### src/rtl/fetch_stage.sv
// Instruction fetch stage: PC register, IF/ID pipeline register and a RUN/HALTED FSM.
// Handles the stall, branch redirect and HALT-opcode stop, with a global enable.
module fetch_stage #(
    parameter logic [31:0] RESET_PC = 32'h0000_0000,
    parameter logic [31:0] NOP_WORD = 32'h0000_0000
) (
    input  logic        clk,
    input  logic        rst,
    input  logic        ena,
    input  logic        stop,
    input  logic        branch_taken,
    input  logic [31:0] branch_target,
    output logic [31:0] imem_addr,
    input  logic [31:0] imem_data,
    output logic [31:0] instruccion,
    output logic [31:0] pc_plus4,
    output logic        valid,
    output logic        halted
);

    typedef enum logic {
        RUN    = 1'b0,
        HALTED = 1'b1
    } state_t;

    localparam logic [5:0] HALT_OPCODE = 6'b111111;

    state_t      state;
    state_t      state_next;
    logic [31:0] pc;
    logic [31:0] pc_next;
    logic [31:0] pc_inc;
    logic [31:0] instr_next;
    logic [31:0] pc4_next;
    logic        valid_next;

    // Plain 32-bit add: the top of the address space wraps to zero silently.
    assign pc_inc    = pc + 32'd4;
    assign imem_addr = pc;
    assign halted    = (state == HALTED);

    // NOTE: every next-value starts from a hold default, so no branch of the
    // if-chain can leave a signal unassigned and infer a latch.
    always_comb begin
        pc_next    = pc;
        instr_next = instruccion;
        pc4_next   = pc_plus4;
        valid_next = valid;
        state_next = state;

        if (branch_taken) begin
            // A redirect also cancels a HALT fetched on the wrong path.
            pc_next    = {branch_target[31:2], 2'b00};
            instr_next = NOP_WORD;
            valid_next = 1'b0;
            state_next = RUN;
        end else begin
            unique case (state)
                HALTED: begin
                    instr_next = NOP_WORD;
                    valid_next = 1'b0;
                end
                RUN: begin
                    if (!stop) begin
                        pc_next    = pc_inc;
                        instr_next = imem_data;
                        pc4_next   = pc_inc;
                        valid_next = 1'b1;
                        if (imem_data[31:26] == HALT_OPCODE) begin
                            state_next = HALTED;
                        end
                    end
                end
                default: begin
                    state_next = RUN;
                end
            endcase
        end
    end

    // NOTE: sequential state uses non-blocking assignments so every register
    // samples the pre-edge values, independent of statement order.
    always_ff @(posedge clk) begin
        if (rst) begin
            pc          <= RESET_PC;
            instruccion <= NOP_WORD;
            pc_plus4    <= 32'h0000_0000;
            valid       <= 1'b0;
            state       <= RUN;
        end else if (ena) begin
            pc          <= pc_next;
            instruccion <= instr_next;
            pc_plus4    <= pc4_next;
            valid       <= valid_next;
            state       <= state_next;
        end
    end

endmodule

### config.mk
export PLATFORM = sky130hd
export DESIGN_NAME = fetch_stage
export DESIGN_NICKNAME = d
export VERILOG_FILES = /design/src/rtl/fetch_stage.sv
export SDC_FILE = /design/constraint.sdc
export NUM_CORES = 1
export LEC_CHECK = 0
export CAP_MARGIN = 10
export CORE_ASPECT_RATIO = 0.75
export CORE_MARGIN = 3
export CORE_UTILIZATION = 49
export DETAILED_ROUTE_END_ITERATION = 16
export GPL_ROUTABILITY_DRIVEN = 0
export GPL_TIMING_DRIVEN = 0
export PLACE_DENSITY = 0.86
export SLEW_MARGIN = 5
export SYNTH_ARGS = -nofsm -noshare
export SYNTH_HDL_FRONTEND = slang
export SYNTH_SLANG_ARGS = --single-unit
### constraint.sdc
create_clock -name clk -period 6.5 [get_ports clk]
set_clock_uncertainty 0.2 [all_clocks]
set_input_delay 1.3 -clock clk [delete_from_list [all_inputs] [get_ports clk]]
set_output_delay 1.3 -clock clk [all_outputs]
set_load 0.03 [all_outputs]
======== Word level (Yosys, flattened, before mapping) ========
Cells that the tools add are included.
cells by class
  $add $sub $neg .......................... 1
  eq/ne operators ......................... 4
  muxes and demuxes ....................... 13
  bitwise gates (word level) .............. 3
  reductions and logical operators ........ 3
operator list
  kind                                                                      number
  32-bit 2-to-1 mux                                                         5
  32-bit one-hot mux with 2 select lines                                    1
  32-bit by 3-bit adder with 32-bit output (second input constant)          1
  6-bit equality test (second input constant)                               1
  1-bit 2-to-1 mux                                                          6
  4-bit AND reduction                                                       1
  3-bit inequality test (second input constant)                             1
  1-bit inverter                                                            3
  3-bit AND reduction                                                       1
  2-bit by 1-bit inequality test with 1-bit output (second input constant)  1
  2-bit inequality test (second input constant)                             1
  1-bit one-hot mux with 2 select lines                                     1
  2-bit AND reduction                                                       1
storage, ports and cells
  register bits after elaboration ......... 98
  output and inout port bits .............. 98
  logic and storage cells ................. 29

======== Longest topological paths before layout ========
Gate-level depths: netlist (run 1).
  depth in word-level cells ............... 5
  gate-level depth with buffers ........... 7

======== Worst setup path after synthesis (run 1) ========
Ideal clock, no wire load.
  kind .................................... in2reg
  start point ............................. input port branch_taken
  end point ............................... register pc_plus4[22]
  arrival time ............................ 2645 ps
  required time ........................... 6238 ps
  slack ................................... 3593 ps
  cell stages on the path ................. 5
  path buffers ............................ 1
  path through ............................ or4b_1 clkbuf_1 or3_1 or3_1 nand3_1
between the ends
  longest elaborated chain between the ends .. 2
RTL lines
  item                           RTL line  source
  start: declaration             11        input logic branch_taken,
  1-bit inverter (no line)       n/a
  4-bit AND reduction (no line)  n/a
  end signal: assignment         93        pc_plus4 <= pc4_next;
  end: declaration               16        output logic [31:0] pc_plus4,
No other way between the ends.
A chain may end at the register's enable or synchronous reset.

======== Worst setup path in the final report (run 1) ========
  start point ............................. input port ena
  end point ............................... register pc_plus4[22]
between the ends
  longest elaborated chain between the ends .. 1
RTL lines
  item                           RTL line  source
  start: declaration             9         input logic ena,
  4-bit AND reduction (no line)  n/a
No other way between the ends.

==> results of run 1 <==
## layout by cell type (no fill, tap or decap), types with 5 or more instances in the layout
master,count
clkdlybuf4s50_1,159
dfxtp_1,94
nor2_1,81
clkbuf_1,43
a22oi_1,37
nand2_1,29
a21oi_1,20
o21ai_0,18
nand3_1,16
or4_1,15
o211ai_1,15
nand4_1,14
and3_1,14
o31ai_1,13
a211oi_1,13
a31oi_1,12
nor3_1,11
buf_2,10
or3_1,10
a311oi_1,10
clkbuf_16,9
xnor2_1,8
buf_4,6
nor4_1,6
and2_1,6
inv_1,5
a32o_1,5
## layout make-up
| type | instances | area, sq um | area share |
|---|---|---|---|
| clock buffers | 9 | 225 | 0.0330 |
| plain buffers | 62 | 275 | 0.0403 |
| repair buffers | 159 | 1590 | 0.233 |
| flip-flops and latches | 94 | 1880 | 0.276 |
| clock inverters | 7 | 87.6 | 0.0128 |
| multi-input cells | 415 | 2580 | 0.378 |
| well taps | 128 | 160 | 0.0235 |
| inverters | 6 | 22.5 | 0.00330 |
## metrics by stage
| step | hold slack, ns | util | setup slack (ns) |
|---|---|---|---|
| 2_1_floorplan | 0.384 | - | 3.59 |
| 3_3_place_gp | 0.244 | 0.706 | 2.32 |
| 3_5_place_dp | 0.254 | 0.706 | 2.25 |
| 4_1_cts | 0.265 | 0.739 | 2.62 |
| 5_1_grt | 0.286 | 0.739 | 2.49 |
| 6_report | 0.267 | 0.739 | 2.53 |
## worst min-delay path by stage
stage | slack (ns) | cells past startpoint | endpoint
6_report | 0.27 | 2 | pc_plus4[3]
2_1_floorplan | 0.38 | 2 | pc_plus4[3]
4_1_cts | 0.26 | 2 | pc_plus4[3]
5_1_grt | 0.29 | 2 | pc_plus4[3]
3_3_place_gp | 0.24 | 2 | pc_plus4[3]
3_5_place_dp | 0.25 | 2 | pc_plus4[3]
## worst max-delay path: stages
cell	delay, ns
clkdlybuf4s50_1	0.65
nor4b_2	0.66
clkbuf_1	0.54
clkbuf_1	0.60
o2111ai_1	0.20
nand3_1	0.12
## synthesized netlist by cell type, drive strengths merged, types with 10 or more instances
master	count
dfxtp	94
nor2	81
clkbuf	43
a22oi	37
nand2	29
a21oi	20
buf	19
o21ai	18
nand3	17
nand4	16
o211ai	15
or4	15
and3	14
a211oi	13
o31ai	13
a31oi	12
nor3	11
or3	11
a311oi	10
## registers in the layout, summed over array words and instances (netlist names)
register and count:
instruccion 32, valid 1, halted 1, imem_addr 30
pc_plus4 30
## kinds of logic after synthesis
logic type,share of synthesized area
XOR/XNOR,0.0203
other,0.000789
buffers and inverters,0.0627
AO/OA/AOI/OAI,0.259
adder cells (fa/ha/maj),0.00263
flip-flops,0.396
multiplexers,0.00211
AND/OR/NAND/NOR,0.256
## power by group through the flow
| stage | registers [mW] | clock network, mW | logic [mW] |
|---|---|---|---|
| 2_1_floorplan | 0.688 | 0 | 0.102 |
| 3_3_place_gp | 0.640 | 0 | 0.280 |
| 3_5_place_dp | 0.641 | 0 | 0.286 |
| 4_1_cts | 0.628 | 0.562 | 0.288 |
| 5_1_grt | 0.633 | 0.586 | 0.307 |
| 6_report | 0.630 | 0.564 | 0.294 |
## layer usage
layer  track usage  vias up  share of wire
li1              -     2510              -
met4         0.147        0          0.041
met3         0.107       99           0.14
met5             0        -              0
met1         0.428     2629           0.39
met2         0.494      532           0.43
==> reports/results.tsv, run 1 <==
metric	value	unit
cts_tree	built	
ys_seq_area_frac	0.396	
start_util	0.515	
clkSinkCount	94	
hold_viol_final	0	
ys_ff_latch	94	
nets	817	
core-area	9230	sq um
grt_start_max_net_pins	19	
placed_area	6520	sq um
max_freq	252	MHz
ir_drop	0.145	mV
ctsHoldBuffers	0	
ys.flop_type	dfxtp_1	
die_area	10900	sq um
yosysTopAreaCellShare	0.396	
fp.dieH	91.3	um
rr_endpoint	pc_plus4[22]	
synthCells	574	
vias	5770	
maxSlewHeadroom	0.434	
stdcell_count	880	
syn_area	4750	sq um
synth_area_leaders	dfxtp_1, nor2_1, a22oi_1	
fill_cells	740	
intPower	1.03	mW
period_share	0.611	
critPathKind	primary input to flip-flop	
syn_to_final_growth	43.7	%
clkSlewWorstSetupHoldPaths	0.07	ns
insertion_delay	0.35	ns
worstHoldStart	pc_plus4[3]	
power	1.49	mW
r2r-start	halted	
cts_setup_buffers	0	
worst_ep_required_time	6.59	ns
num_rows	30	
status	finished clean	
antenna_found_initial	0	
grt_usage	0.328	
arrival	4.06	ns
reg2reg_slack	3.69	ns
endpoint_kind	flip-flop	
synth_top_area_cell	dfxtp_1	
drive_gt1_frac	0.0598	
cts_buffer_depth	2	
power.switching	0.453	mW
setup_tns	0	ns
drtIter0Drc	964	
ant_nets	0	
worstSetupEndpoint	pc_plus4[22]	
switching_share	0.304	
vias_per_cell	6.56	
ios	167	
setup_violations	0	
first_pass_iters	7	
drc	0	
rsz0062_at_grt	false	
cts_made_buffers	9	
pwr-share-clk	0.379	
dp_hpwl	13.3	mm
ys_types	65	
ctsResizeCount	0	
p_seq_frac	0.423	
grt_pass1_vias	5384	
port_buffers	159	
powerDensity	218	nW/um^2
r2r_cells	5	
maxCapViolations	0	
place_inst	864	
min_period	3.97	ns
startpoint_type	primary input	
root_buffer	clkbuf_16	
grt.overflow.total	0	
n_antenna_cell	0	
tightest_slew	0.847	ns
drv_slew	0	
postLayoutCellArea	6830	sq um
cp_max_fo	10	
avgSynthCellArea	8.28	sq um
die_w	120	um
ys_async_sr_fraction	0	
grt_pass1_wl	28.3	mm
wl	18.7	mm
synth_edf_count	0	
hp-class	flip-flop to flip-flop	
critPathLaunch	ena	
routedWlPerCell	21.3	um
htreeDepth	3	
ys_warn_count	0	
leakage	2.28	nW
p_comb_frac	0.198	
(Power assumes the default switching activity.)
==> run 2: changes to the inputs <==
--- a/config.mk
+++ b/config.mk
@@ -8,11 +8,11 @@
 export CAP_MARGIN = 10
 export CORE_ASPECT_RATIO = 0.75
 export CORE_MARGIN = 3
-export CORE_UTILIZATION = 49
+export CORE_UTILIZATION = 41
 export DETAILED_ROUTE_END_ITERATION = 16
 export GPL_ROUTABILITY_DRIVEN = 0
 export GPL_TIMING_DRIVEN = 0
-export PLACE_DENSITY = 0.86
+export PLACE_DENSITY = 0.77
 export SLEW_MARGIN = 5
 export SYNTH_ARGS = -nofsm -noshare
 export SYNTH_HDL_FRONTEND = slang
==> constraint.sdc (replaced) <==
create_clock -name clk -period 3.2 [get_ports clk]
set_clock_uncertainty 0.2 [all_clocks]
set_input_delay 0.64 -clock clk [delete_from_list [all_inputs] [get_ports clk]]
set_output_delay 0.64 -clock clk [all_outputs]
set_load 0.03 [all_outputs]
==> run 2 against run 1 <==
  * Via count fell by 3.4%
  * Sequential share of layout area barely moved
  * Global-route usage fell by 5.2 points
  * First-iteration DRC count fell by 33%
  * Total power rose by 97%
  * Cell area rose by 0.11%
  * Worst hold slack improved by 0.0097 ns
==> reports/results.tsv, run 2 (synthesized netlist as in run 1, its figures left out) <==
metric	value	unit
stdcell_count	892	
rsz0062_at_grt	false	
utilization	0.615	
endpoint_kind	flip-flop	
arrival	3.13	ns
power	2.94	mW
grt_pass1_wl	28.4	mm
ctsHoldBuffers	0	
max_freq	327	MHz
min_period	3.06	ns
maxCapViolations	0	
pre_cts_ws	-0.373	ns
cp.buffers_inverters	3	
cts_setup_buffers	0	
period_share	0.956	
ios	167	
die_area	12900	sq um
wl_met1	7.33	mm
startpoint_type	primary input	
largest_register_ffs	32	
drive_gt1_frac	0.0638	
dp_hpwl	13.2	mm
cpPeakStageDelay	0.56	ns
core-area	11100	sq um
tightest_slew	0.783	ns
syn_to_final_growth	43.8	%
routedWlPerCell	20.4	um
final_cell_mix	clkdlybuf4s50_1, dfxtp_1, nor2_1	
cts_made_buffers	9	
nets	817	
critPathLaunch	branch_taken	
hp-class	flip-flop to flip-flop	
pwr-share-clk	0.363	
power.switching	0.898	mW
htreeDepth	3	
wl	18.2	mm
first_pass_iters	7	
cts_tree	built	
postLayoutCellArea	6840	sq um
r2r_cells	7	
vias_per_cell	6.25	
drc	0	
placed_area	6530	sq um
clkSinkCount	94	
ir_drop	0.289	mV
routed-wl-met2	7.80	mm
port_buffers	159	
worstSetupEndpoint	imem_addr[9]	
intPower	2.04	mW
switching_share	0.306	
place_inst	876	
cts_buffer_depth	2	
fp.dieH	99.2	um
cp_max_fo	10	
drtIter0Drc	647	
r2r-start	imem_addr[2]	
p_comb_frac	0.202	
grt_start_max_net_pins	18	
leakage	2.28	nW
grt.overflow.total	0	
start_util	0.428	
cp_cell_sequence	clkdlybuf4s50_1 -> o21bai_2 -> nand2_1 -> clkbuf_1 -> clkbuf_1 -> o21ai_0 -> a21oi_1	
grt_pass1_vias	5418	
crit_family	buffers and inverters	
status	finished clean	
fin_ws	0.142	ns
setup_violations	0	
powerDensity	430	nW/um^2
final_common_cell	clkdlybuf4s50_1	
critPathKind	primary input to flip-flop	
grt_usage	0.276	
die_w	130	um
cpMostUsedCell	clkbuf_1	
wl_met3	2.63	mm
cp.depth	7	
top_register	instruccion	
top_layer	met4	
reg2reg_slack	0.57	ns
antenna_found_initial	0	
fill_cells	951	
hold_viol_final	0	
p_seq_frac	0.435	
clkSlewWorstSetupHoldPaths	0.08	ns
crit_slowest_cell	clkdlybuf4s50_1	
rr_endpoint	pc_plus4[28]	
vias	5576	
n_antenna_cell	0	
worst_ep_required_time	3.27	ns
insertion_delay	0.35	ns
maxSlewHeadroom	0.478	
ant_nets	0	
drv_slew	0	
root_buffer	clkbuf_16	
num_rows	33	
## run 2: cell types whose count changed in the layout (fill, tap and decap cells not counted), sizes merged
cell,delta
clkbuf,+1
bufinv,-1
inv,-1
clkinv,+1
## run 2: worst min path at each step
stage / startpoint / endpoint / slack, ns / cells after the start
6_report: pc_plus4[3] / pc_plus4[3] / 0.28 / 2
5_1_grt: pc_plus4[3] / pc_plus4[3] / 0.31 / 2
4_1_cts: pc_plus4[3] / pc_plus4[3] / 0.28 / 2
3_5_place_dp: pc_plus4[3] / pc_plus4[3] / 0.26 / 2
3_3_place_gp: pc_plus4[3] / pc_plus4[3] / 0.25 / 2
2_1_floorplan: pc_plus4[3] / pc_plus4[3] / 0.38 / 2
## run 2: cell type report
type | count | area (sq um) | area share
Buffer | 62 | 278 | 0.0406
Clock buffer | 10 | 239 | 0.0350
Clock inverter | 6 | 51.3 | 0.00751
Inverter | 6 | 22.5 | 0.00329
Multi-Input combinational cell | 415 | 2600 | 0.380
Sequential cell | 94 | 1880 | 0.275
Tap cell | 140 | 175 | 0.0256
Timing Repair Buffer | 159 | 1590 | 0.233
## run 2: what timing repair did
action / CTS / global route
hold endpoints to repair: 0 / 0
setup endpoints to repair: 2 / 12
gates resized for setup: 1 / 5
## run 2: metrics by stage
step	setup TNS (ns)	hold WS [ns]
floorplan	0	0.384
global placement	-4.79	0.248
detailed placement	-5.74	0.262
CTS	0	0.277
global route	0	0.307
finish	0	0.276
## run 2: layer usage
| layer | up-vias | track usage |
|---|---|---|
| li1 | 2517 | - |
| met1 | 2587 | 0.370 |
| met5 | - | 0 |
| met4 | 0 | 0.0871 |
| met3 | 52 | 0.100 |
| met2 | 420 | 0.413 |
## run 2: tightest hold or removal path, cell delays in order (launching register included)
cell	delay, ns
dfxtp_1	0.32
nand2_1	0.06
a21oi_1	0.06
## run 2: power groups by stage
| stage | clock network (mW) | logic [mW] | registers, mW |
|---|---|---|---|
| floorplan | 0 | 0.207 | 1.40 |
| global placement | 0 | 0.571 | 1.30 |
| detailed placement | 0 | 0.581 | 1.30 |
| CTS | 1.07 | 0.585 | 1.28 |
| global route | 1.12 | 0.629 | 1.29 |
| finish | 1.06 | 0.594 | 1.28 |
==> run 3: changes to the inputs <==
--- a/config.mk
+++ b/config.mk
@@ -7,7 +7,6 @@
 export LEC_CHECK = 0
 export CAP_MARGIN = 10
 export CORE_ASPECT_RATIO = 0.75
-export CORE_MARGIN = 3
 export CORE_UTILIZATION = 41
 export DETAILED_ROUTE_END_ITERATION = 16
 export GPL_ROUTABILITY_DRIVEN = 0
==> constraint.sdc (replaced) <==
create_clock -name clk -period 3.2 [get_ports clk]
set_clock_uncertainty 0.2 [all_clocks]
set_input_delay 0.64 -clock clk [delete_from_list [all_inputs] [get_ports clk]]
set_output_delay 0.64 -clock clk [all_outputs]
set_load 0.1 [all_outputs]
==> run 3 against run 2 <==
  * Die area decreased by 7.0%
  * Via count is 0.29% lower
  * Fmax rose by 3.8%
  * Combinational power is 49% higher
  * Register-to-register slack improved by 0.03 ns
  * Count of clock-buffer cells in the layout down 1
  * First-iteration DRC count grew 22%
  * Critical path depth unchanged
  * Global-route usage up 2.1 points
  * Clock power up 12%
  * Largest power group unchanged
==> reports/results.tsv, run 3 (synthesized netlist as in run 1, its figures left out) <==
metric	value	unit
powerDensity	489	nW/um^2
vias	5560	
rr_endpoint	pc_plus4[28]	
root_buffer	clkbuf_16	
min_period	2.95	ns
cp_max_fo	10	
fill_cells	947	
grt_usage	0.297	
power	3.36	mW
die_w	126	um
final_common_cell	clkdlybuf4s50_1	
grt.overflow.total	0	
maxCapViolations	0	
first_pass_iters	5	
setup_tns	0	ns
top_register	instruccion	
ios	167	
clkSinkCount	94	
cts_tree	built	
fin_ws	0.253	ns
arrival	2.99	ns
fp.dieH	95.2	um
start_util	0.428	
port_buffers	159	
r2r-start	imem_addr[2]	
reg2reg_slack	0.60	ns
num_rows	33	
insertion_delay	0.36	ns
maxSlewHeadroom	0.307	
syn_to_final_growth	44.7	%
holdWs	0.267	ns
tightest_slew	1.04	ns
postLayoutCellArea	6880	sq um
drive_gt1_frac	0.0652	
r2r_cells	7	
clkSlewWorstSetupHoldPaths	0.07	ns
worstSetupEndpoint	imem_addr[27]	
multi_input_area	2600	sq um
leakage	2.29	nW
max_freq	339	MHz
routed-wl-met2	7.71	mm
vias_per_cell	6.23	
ir_drop	0.321	mV
antenna_found_initial	0	
final_cell_mix	clkdlybuf4s50_1, dfxtp_1, nor2_1	
htreeDepth	3	
placed_area	6530	sq um
largest_register_ffs	32	
seq_area	1880	sq um
setup_violations	0	
routedWlPerCell	19.9	um
top_layer	met4	
pre_cts_ws	-0.417	ns
die_area	12000	sq um
wl_met3	2.27	mm
dp_hpwl	12.8	mm
drc	0	
grt_pass1_wl	27.4	mm
rsz0062_at_grt	false	
cts_buffer_depth	2	
period_share	0.921	
endpoint_kind	flip-flop	
nets	817	
grt_pass1_vias	5249	
worst_ep_required_time	3.25	ns
n_antenna_cell	0	
ant_nets	0	
critPathLaunch	stop	
status	finished clean	
core-area	11100	sq um
cts_made_buffers	9	
drtIter0Drc	788	
hold_viol_final	0	
hp-class	flip-flop to flip-flop	
drv_slew	0	
startpoint_type	primary input	
wl_met1	7.16	mm
wl	17.7	mm
grt_start_max_net_pins	18	
critPathKind	primary input to flip-flop	
==> run 3: cell types whose count changed in the layout (fill, tap and decap cells not counted), sizes merged <==
cell	previous run	this run
bufinv	0	2
clkbuf	53	52
clkinv	3	1
clkinvlp	0	2
inv	9	8
==> run 3: final cells by class <==
type                    instances  share of cell area
well taps                     140              0.0255
multi-input cells             415               0.378
inverters                       6             0.00328
repair buffers                159               0.231
clock buffers                   9              0.0328
clock inverters                 7              0.0151
plain buffers                  62              0.0406
flip-flops and latches         94               0.274
==> run 3: worst max-delay path, cell delays in order <==
cell and delay (ns):
clkdlybuf4s50_1 0.55, o21bai_2 0.45, and2_1 0.19, clkbuf_1 0.33
clkbuf_1 0.50, nand4_1 0.17, o221ai_1 0.16
==> run 3: repair_timing <==
item,in CTS,in global routing
pin swaps,0,0
buffers inserted,0,0
setup endpoints to repair,2,21
hold buffers,0,0
gates resized for setup,1,7
==> run 3: worst min path at each step <==
stage / slack, ns / start / end / depth (start not counted)
4_1_cts: 0.27 / pc_plus4[3] / pc_plus4[3] / 2
6_report: 0.27 / pc_plus4[3] / pc_plus4[3] / 2
5_1_grt: 0.29 / pc_plus4[3] / pc_plus4[3] / 2
3_5_place_dp: 0.26 / pc_plus4[3] / pc_plus4[3] / 2
3_3_place_gp: 0.25 / pc_plus4[3] / pc_plus4[3] / 2
2_1_floorplan: 0.60 / branch_target[2] / imem_addr[2] / 2
==> run 3: per-layer routing <==
metal  vias to the layer above  track usage
met4                         0        0.130
met3                        62        0.108
met2                       384        0.453
met1                      2601        0.377
li1                       2513            -
met5                         -            0
==> run 3: stage by stage <==
stage / util / cells
floorplan: - / 577
global placement: 0.588 / 876
detailed placement: 0.588 / 876
CTS: 0.618 / 892
global route: 0.619 / 892
finish: 0.619 / 892
==> run 3: where the power goes <==
| part | total [mW] | switching, mW | internal, mW |
|---|---|---|---|
| sequential | 1.28 | 0.0553 | 1.22 |
| combinational | 0.887 | 0.636 | 0.251 |
| clock | 1.19 | 0.497 | 0.696 |
| total | 3.36 | 1.19 | 2.17 |
